**src/rtl/mon_stream_comb_if.sv**
```systemverilog
// Stream/result bundle between the integrator serializer, the comb stage
// and the readout logic. The master drives the serialized words and the
// error clear and receives the results; the comb block is the slave.
interface mon_stream_comb_if #(
    parameter int rwi = 28,
    parameter int dwo = 18,
    parameter int cw  = 4
);
    logic signed [rwi-1:0] stream_in;
    logic                  gate_in;
    logic                  err_clr;
    logic signed [dwo-1:0] d_out;
    logic                  d_valid;
    logic [cw-1:0]         d_chan;
    logic                  frame_done;
    logic                  err_overrun;
    logic                  err_short;

    modport master (
        output stream_in, gate_in, err_clr,
        input  d_out, d_valid, d_chan, frame_done, err_overrun, err_short
    );

    modport slave (
        input  stream_in, gate_in, err_clr,
        output d_out, d_valid, d_chan, frame_done, err_overrun, err_short
    );
endinterface

```
**src/rtl/mon_stream_comb.sv**
```systemverilog
// Second-order CIC comb for the two-channel monitor stream.
// Input handshake: a word is taken on every rising edge where gate_in is
// high; one contiguous gate burst is one frame, word k is channel k. There
// is no back-pressure: d_valid is a one-cycle strobe that the consumer
// must accept. Results appear two clocks after their input word.
module mon_stream_comb #(
    parameter int rwi   = 28,
    parameter int dwo   = 18,
    parameter int shift = 6,
    parameter int nchan = 2,
    parameter int cw    = 4
) (
    input logic              clk,
    input logic              rst_n,
    mon_stream_comb_if.slave bus
);
    localparam int aw = (nchan > 1) ? $clog2(nchan) : 1;
    localparam logic [cw:0] n_full = (cw + 1)'(nchan);
    localparam logic [cw:0] n_last = (cw + 1)'(nchan - 1);
    localparam logic signed [rwi-1:0] sat_max = rwi'((64'd1 << (dwo - 1)) - 64'd1);
    localparam logic signed [rwi-1:0] sat_min = ~sat_max;

    // Channel counter saturates at nchan so that excess words are recognised.
    logic [cw:0]  cnt;
    logic [1:0]   prime;
    logic [aw-1:0] idx;

    // Per-channel history: last input word and last first difference.
    logic signed [rwi-1:0] x_hist  [nchan];
    logic signed [rwi-1:0] y1_hist [nchan];

    logic accept, overrun_ev, short_ev, primed;
    logic signed [rwi-1:0] y1;

    // Stage 1 pipeline registers.
    logic                  s1_valid, s1_last;
    logic [cw-1:0]         s1_chan;
    logic signed [rwi-1:0] s1_y1, s1_y1p;

    // Stage 2 combinational results.
    logic signed [rwi-1:0] y, ys, y_sat;

    // Output registers.
    logic signed [dwo-1:0] d_out_r;
    logic                  d_valid_r, frame_done_r, err_overrun_r, err_short_r;
    logic [cw-1:0]         d_chan_r;

    assign idx = cnt[aw-1:0];

    // Framing decode, history read and first difference.
    always_comb begin
        accept     = bus.gate_in && (cnt != n_full);
        overrun_ev = bus.gate_in && (cnt == n_full);
        short_ev   = !bus.gate_in && (cnt != '0) && (cnt != n_full);
        primed     = (prime == 2'd2);
        y1         = bus.stream_in - x_hist[idx];
    end

    // Channel counter and prime counter (complete frames, saturating at 2).
    always_ff @(posedge clk or negedge rst_n) begin
        if (!rst_n) begin
            cnt   <= '0;
            prime <= 2'd0;
        end else begin
            if (!bus.gate_in)
                cnt <= '0;
            else if (accept)
                cnt <= cnt + 1'b1;
            if (accept && (cnt == n_last) && !primed)
                prime <= prime + 2'd1;
        end
    end

    // History RAM: not reset, priming hides whatever it holds.
    always_ff @(posedge clk) begin
        if (accept) begin
            x_hist[idx]  <= bus.stream_in;
            y1_hist[idx] <= y1;
        end
    end

    // Stage 1 register: first difference and the previous one for this channel.
    always_ff @(posedge clk or negedge rst_n) begin
        if (!rst_n) begin
            s1_valid <= 1'b0;
            s1_last  <= 1'b0;
            s1_chan  <= '0;
            s1_y1    <= '0;
            s1_y1p   <= '0;
        end else begin
            s1_valid <= accept && primed;
            s1_last  <= cnt == n_last;
            s1_chan  <= cnt[cw-1:0];
            s1_y1    <= y1;
            s1_y1p   <= y1_hist[idx];
        end
    end

    // Second difference, arithmetic scaling and saturation to dwo bits.
    always_comb begin
        y  = s1_y1 - s1_y1p;
        ys = y >>> shift;
        if (ys > sat_max)
            y_sat = sat_max;
        else if (ys < sat_min)
            y_sat = sat_min;
        else
            y_sat = ys;
    end

    // Stage 2 register: result presentation.
    always_ff @(posedge clk or negedge rst_n) begin
        if (!rst_n) begin
            d_out_r      <= '0;
            d_valid_r    <= 1'b0;
            d_chan_r     <= '0;
            frame_done_r <= 1'b0;
        end else begin
            d_valid_r    <= s1_valid;
            frame_done_r <= s1_valid && s1_last;
            if (s1_valid) begin
                d_out_r  <= y_sat[dwo-1:0];
                d_chan_r <= s1_chan;
            end
        end
    end

    // Sticky error flags; a new event wins over a simultaneous clear.
    always_ff @(posedge clk or negedge rst_n) begin
        if (!rst_n) begin
            err_overrun_r <= 1'b0;
            err_short_r   <= 1'b0;
        end else begin
            if (overrun_ev)
                err_overrun_r <= 1'b1;
            else if (bus.err_clr)
                err_overrun_r <= 1'b0;
            if (short_ev)
                err_short_r <= 1'b1;
            else if (bus.err_clr)
                err_short_r <= 1'b0;
        end
    end

    assign bus.d_out       = d_out_r;
    assign bus.d_valid     = d_valid_r;
    assign bus.d_chan      = d_chan_r;
    assign bus.frame_done  = frame_done_r;
    assign bus.err_overrun = err_overrun_r;
    assign bus.err_short   = err_short_r;
endmodule

```
**src/flat_wrapper.sv**
```systemverilog
// flat-port wrapper written by rule: the top's interface ports become plain ports
module mon_stream_comb_flat 
#(
    parameter int rwi   = 28,
    parameter int dwo   = 18,
    parameter int shift = 6,
    parameter int nchan = 2,
    parameter int cw    = 4
)
  (clk, rst_n, bus_stream_in, bus_gate_in, bus_err_clr, bus_d_out, bus_d_valid, bus_d_chan, bus_frame_done, bus_err_overrun, bus_err_short);
  mon_stream_comb_if #(.rwi(rwi), .dwo(dwo), .cw(cw)) bus_i ();
  input logic clk;
  input logic rst_n;
  input wire logic [$bits(bus_i.stream_in)-1:0] bus_stream_in;
  input wire logic [$bits(bus_i.gate_in)-1:0] bus_gate_in;
  input wire logic [$bits(bus_i.err_clr)-1:0] bus_err_clr;
  output wire logic [$bits(bus_i.d_out)-1:0] bus_d_out;
  output wire logic [$bits(bus_i.d_valid)-1:0] bus_d_valid;
  output wire logic [$bits(bus_i.d_chan)-1:0] bus_d_chan;
  output wire logic [$bits(bus_i.frame_done)-1:0] bus_frame_done;
  output wire logic [$bits(bus_i.err_overrun)-1:0] bus_err_overrun;
  output wire logic [$bits(bus_i.err_short)-1:0] bus_err_short;
  assign bus_i.stream_in = bus_stream_in;
  assign bus_i.gate_in = bus_gate_in;
  assign bus_i.err_clr = bus_err_clr;
  assign bus_d_out = bus_i.d_out;
  assign bus_d_valid = bus_i.d_valid;
  assign bus_d_chan = bus_i.d_chan;
  assign bus_frame_done = bus_i.frame_done;
  assign bus_err_overrun = bus_i.err_overrun;
  assign bus_err_short = bus_i.err_short;
  mon_stream_comb #(.rwi(rwi), .dwo(dwo), .shift(shift), .nchan(nchan), .cw(cw)) u_core (.clk(clk), .rst_n(rst_n), .bus(bus_i));
endmodule
```
**config.mk**
```make
export PLATFORM = sky130hd
export DESIGN_NAME = mon_stream_comb_flat
export DESIGN_NICKNAME = d
export VERILOG_FILES = /design/src/rtl/mon_stream_comb_if.sv /design/src/rtl/mon_stream_comb.sv /design/src/flat_wrapper.sv
export SDC_FILE = /design/constraint.sdc
export NUM_CORES = 1
export LEC_CHECK = 0
export CAP_MARGIN = 15
export CORE_MARGIN = 2
export CORE_UTILIZATION = 44
export CTS_CLUSTER_SIZE = 25
export DETAILED_ROUTE_END_ITERATION = 8
export HOLD_SLACK_MARGIN = 0.02
export PLACE_DENSITY_LB_ADDON = 0.08
export SLEW_MARGIN = 20
export SYNTH_ARGS = -nofsm -noshare
export SYNTH_HDL_FRONTEND = slang
export SYNTH_SLANG_ARGS = --single-unit
```
**constraint.sdc**
```tcl
create_clock -name clk -period 6 [get_ports clk]
set_input_delay 1.2 -clock clk [delete_from_list [all_inputs] [get_ports clk]]
set_output_delay 1.2 -clock clk [all_outputs]
set_load 0.05 [all_outputs]
```
==> summary.log <==
INFO  global_routing grt_overflow_total=0
INFO  placement      routabilityCongestion=0.752
INFO  setup_path     end_kind=flop
INFO  logic_synthesis yosysTopAreaCellShare=35.6%
INFO  logic_synthesis mappedNetlistArea=0.00945mm2
INFO  cts            tritoncts.num_buffers=23
INFO  power_and_ir_drop leakage=4.54nW
INFO  min_path       min-delay-path-class=reg -> reg
INFO  route          detail_route.wl_per_cell=15.8um
INFO  logic_synthesis ys_ff_latch=207
INFO  cts            hold_buffers=0
INFO  setup_path     path_max_fanout=3
INFO  cts            cts_tree=done
INFO  sta            fmax=234MHz
INFO  power_and_ir_drop vdd_ir_drop_max=277uV
INFO  logic_synthesis netlist_instances=725
INFO  die            die_y=151um
INFO  global_routing number_of_antenna_violations_at_the_first_check_in_global_routing=0
INFO  logic_synthesis netlist.top_cell.by_area=sky130_fd_sc_hd__edfxtp_1
INFO  sta            slew-limit-headroom=41.8%
INFO  global_routing grt_pass1_wl=28700um
INFO  sta            final.setup.tns=0ns
INFO  finish         syn2layout_area_growth=17.5%
INFO  route          routed-wl-met2=7900um
INFO  die            start_util=45.0%
INFO  route          route.vias.total=5579
INFO  placement      numPortBuffers=57
INFO  finish         layout.nets=890
INFO  cts            postCtsResizedCells=0
INFO  route          top_signal_layer_used=met4
INFO  route          detailedRoute.firstPassIterationCount=4
INFO  finish         share_of_final_layout_standard_cells_stronger_than_drive_strength_1=11.7%
INFO  sta            shortest_clock_period_the_worst_path_allows_after_layout=4.28ns
INFO  cts            worst_skew_pair_later_pin_latency=0.50ns
INFO  die            core=0.0210mm2
INFO  sta            final_cycle_share=71.3%
INFO  logic_synthesis dominantRegCellSynth=sky130_fd_sc_hd__edfxtp_1
INFO  finish         fill_cell_count=1754
INFO  logic_synthesis synth-seq-area-share=60.7%
INFO  logic_synthesis average_cell_area_after_synthesis=13.0um2
INFO  cts            clk_root_buffer_cell=sky130_fd_sc_hd__clkbuf_16
INFO  sta            final-max-slew-violation-count=0
INFO  job            max_cap_violations=0
INFO  global_routing global_route_usage_over_all_layers=15.8%
INFO  global_routing grt_max_degree=58
INFO  route          wl_met1=8310um
INFO  route          routed_wl=17200um
INFO  die            placement_rows=53
INFO  logic_synthesis synthArstFlopShare=45.9%
INFO  cts            clkSinkCount=207
INFO  power_and_ir_drop p_per_area=630mW/mm2
INFO  setup_path     cp-startpoint=bus_stream_in[0]
INFO  die            dieArea=0.0227mm2
INFO  setup_path     cpMaxStageDelayCell=sky130_fd_sc_hd__a2111o_1
INFO  route          ant_nets=0
INFO  sta            final.setup_skew=0.0107ns
INFO  placement      dp_hpwl=11700um
INFO  logic_synthesis yosys.cell_types.count=58
INFO  setup_path     crit_path_start_kind=input pin
INFO  sta            hold_viol=0
INFO  setup_path     timing.critical_path.cells=clkdlybuf4s50_1, inv_1, ha_1, fa_1, nor2b_1, o21a_1, o21ai_0, a21oi_1, o21ai_0, a2111o_1, a311oi_1, o31ai_1, a21oi_1, xor2_1
INFO  route          routed-wl-met3=641um
INFO  cts            max-clock-path-buffers=3
INFO  sta            rsz0062_at_grt=no
INFO  logic_synthesis synth-warning-count=0
INFO  logic_synthesis synth_fp_nets=816
INFO  finish         antenna-diode-count=0
INFO  setup_path     arrival=4.60ns
INFO  setup_path     r2r_start=u_core.cnt[0]
INFO  setup_path     timing.setup.critical_path_class=in -> reg
INFO  route          post_drt_via_cell_ratio=5.12
INFO  setup_path     crit_path_max_incr_delay=0.51ns
INFO  route          route.detailed.drc=0
INFO  sta            finalSetupViolCount=0
INFO  cts            clk_pin_slew_worst_paths=0.06ns
INFO  cts            cts_setup_buffers=0
INFO  die            die_w=151um
INFO  setup_path     critPathRequiredTime=6.32ns
INFO  die            pin_count=58
INFO  sta            final.hold.worst_slack=0.454ns
INFO  cts            cts_htree_levels=1
INFO  route          initialDrtViolationCount=205
INFO  min_path       holdCritStartpoint=u_core.cnt[3]
INFO  run_status     outcome=complete, no violations
INFO  logic_synthesis synth_area_leaders=sky130_fd_sc_hd__edfxtp_1 36%, sky130_fd_sc_hd__dfrtp_1 25%, sky130_fd_sc_hd__ha_1 7.7%
INFO  sta            worst_pin_slew=0.871ns
INFO  logic_synthesis synth_enable_flop_cells=112
INFO  global_routing grt_pass1_vias=5743
[through the flow]
step           power [mW]  std cells  setup slack (ns)  cell area, um2  utilization, %
3_3_place_gp         5.59       1049              1.25           10400            49.3
4_1_cts              7.06       1090              1.65           11100            52.8
6_report             6.99       1090              1.72           11100            52.8
5_1_grt              7.53       1090              1.35           11100            52.8
3_5_place_dp         5.66       1049              1.15           10400            49.3
2_1_floorplan        4.87        725              1.19            9450               -
[sequential cells by signal, summed over array words and instances (netlist names)]
name	count
u_core.x_hist	56
u_core.y1_hist	56
u_core.s1_y1	28
u_core.s1_y1p	28
u_core.bus.d_out	18
u_core.cnt	5
u_core.bus.d_chan	4
u_core.s1_chan	4
u_core.prime	2
u_core.bus.d_valid	1
u_core.bus.err_overrun	1
u_core.bus.err_short	1
u_core.bus.frame_done	1
u_core.s1_last	1
u_core.s1_valid	1
[worst paths after layout]
check / endpoint / slack (ns) / cells past startpoint
max in group asynchronous: u_core.s1_y1p[19] / 4.21 / 2
setup / recovery: u_core.y1_hist[0][26] / 1.72 / 14
hold / removal: u_core.s1_chan[3] / 0.45 / 0
min in group asynchronous: u_core.prime[1] / 0.67 / 1
setup reg to reg: u_core.x_hist[1][17] / 1.93 / 8
hold reg to reg: u_core.s1_chan[3] / 0.45 / 0
[cell usage after synthesis (2+ instances only)]
master	count
sky130_fd_sc_hd__o21ai_1	5
sky130_fd_sc_hd__clkbuf_1	11
sky130_fd_sc_hd__xnor2_1	29
sky130_fd_sc_hd__nor2b_1	12
sky130_fd_sc_hd__or3_1	3
sky130_fd_sc_hd__o21a_1	7
sky130_fd_sc_hd__edfxtp_1	112
sky130_fd_sc_hd__o21ai_0	25
sky130_fd_sc_hd__ha_1	58
sky130_fd_sc_hd__a211oi_1	3
sky130_fd_sc_hd__nor3_1	9
sky130_fd_sc_hd__a31oi_1	5
sky130_fd_sc_hd__nor2_1	55
sky130_fd_sc_hd__a21o_1	16
sky130_fd_sc_hd__o31ai_1	2
sky130_fd_sc_hd__nand2b_1	9
sky130_fd_sc_hd__inv_1	43
sky130_fd_sc_hd__and3_1	5
sky130_fd_sc_hd__xor2_1	13
sky130_fd_sc_hd__nand3_1	13
sky130_fd_sc_hd__and2_1	7
sky130_fd_sc_hd__mux2i_1	28
sky130_fd_sc_hd__a211oi_2	2
sky130_fd_sc_hd__mux2_2	33
sky130_fd_sc_hd__a21oi_2	4
sky130_fd_sc_hd__nand2_1	31
sky130_fd_sc_hd__nor4_1	2
sky130_fd_sc_hd__nand4_1	4
sky130_fd_sc_hd__a311oi_1	2
sky130_fd_sc_hd__a221o_1	2
sky130_fd_sc_hd__dfrtp_1	95
sky130_fd_sc_hd__nand4b_1	2
sky130_fd_sc_hd__a21oi_1	49
sky130_fd_sc_hd__or2_2	5
[power by group]
group / internal (mW) / switching [mW] / total (mW) / leakage [nW]
combinational: 1.30 / 1.97 / 3.27 / 2.01
sequential: 2.16 / 0.188 / 2.35 / 2.17
clock: 0.833 / 0.535 / 1.37 / 0.360
total: 4.29 / 2.70 / 6.99 / 4.54
[cell usage in the layout (no fill, tap or decap), drive strengths merged, types with 3 or more instances in the layout]
cell type,instances
edfxtp,112
dfrtp,95
ha,58
clkdlybuf4s50,56
nor2,55
a21oi,53
inv,45
clkbuf,34
mux2,33
nand2,31
o21ai,31
xnor2,29
mux2i,28
a21o,16
xor2,13
nand3,13
nor2b,12
nand2b,9
nor3,9
and2,7
o21a,7
buf,7
a31oi,6
and3,5
or2,5
a211oi,5
nand4,4
or3,3
o41ai,3
[cells by family after synthesis]
| group | share of synthesized area [%] |
|---|---|
| xor+xnor | 3.89 |
| simple gates | 8.16 |
| buf+inv | 2.38 |
| fa+ha+maj | 7.89 |
| mux | 6.90 |
| compound gates | 10.0 |
| flops | 60.7 |
[cell type report]
cell class	count	area, um2	share of cell area [%]
repair buffers	63	613	5.52
clock buffers	34	647	5.83
clock inverters	7	92.6	0.834
inverters	43	161	1.45
multi-input cells	461	3500	31.5
flip-flops and latches	207	5740	51.7
well taps	275	344	3.10
[metal layers]
layer  up-vias  track usage (%)
met5         -                0
met4         0             4.39
met3        32             2.58
met2        83             25.8
met1      2694             22.0
li1       2770                -
[worst max-delay path: cells and delay by family]
kind	cells	cell delay [ns]
AOI/OAI and AO/OA	8	1.83
xor gates and xnor gates	1	0.24
adders and majority gates	2	0.63
buffers and inverters	2	0.54
and+or+nand+nor	1	0.15
Power figures use the tool's default switching activity.
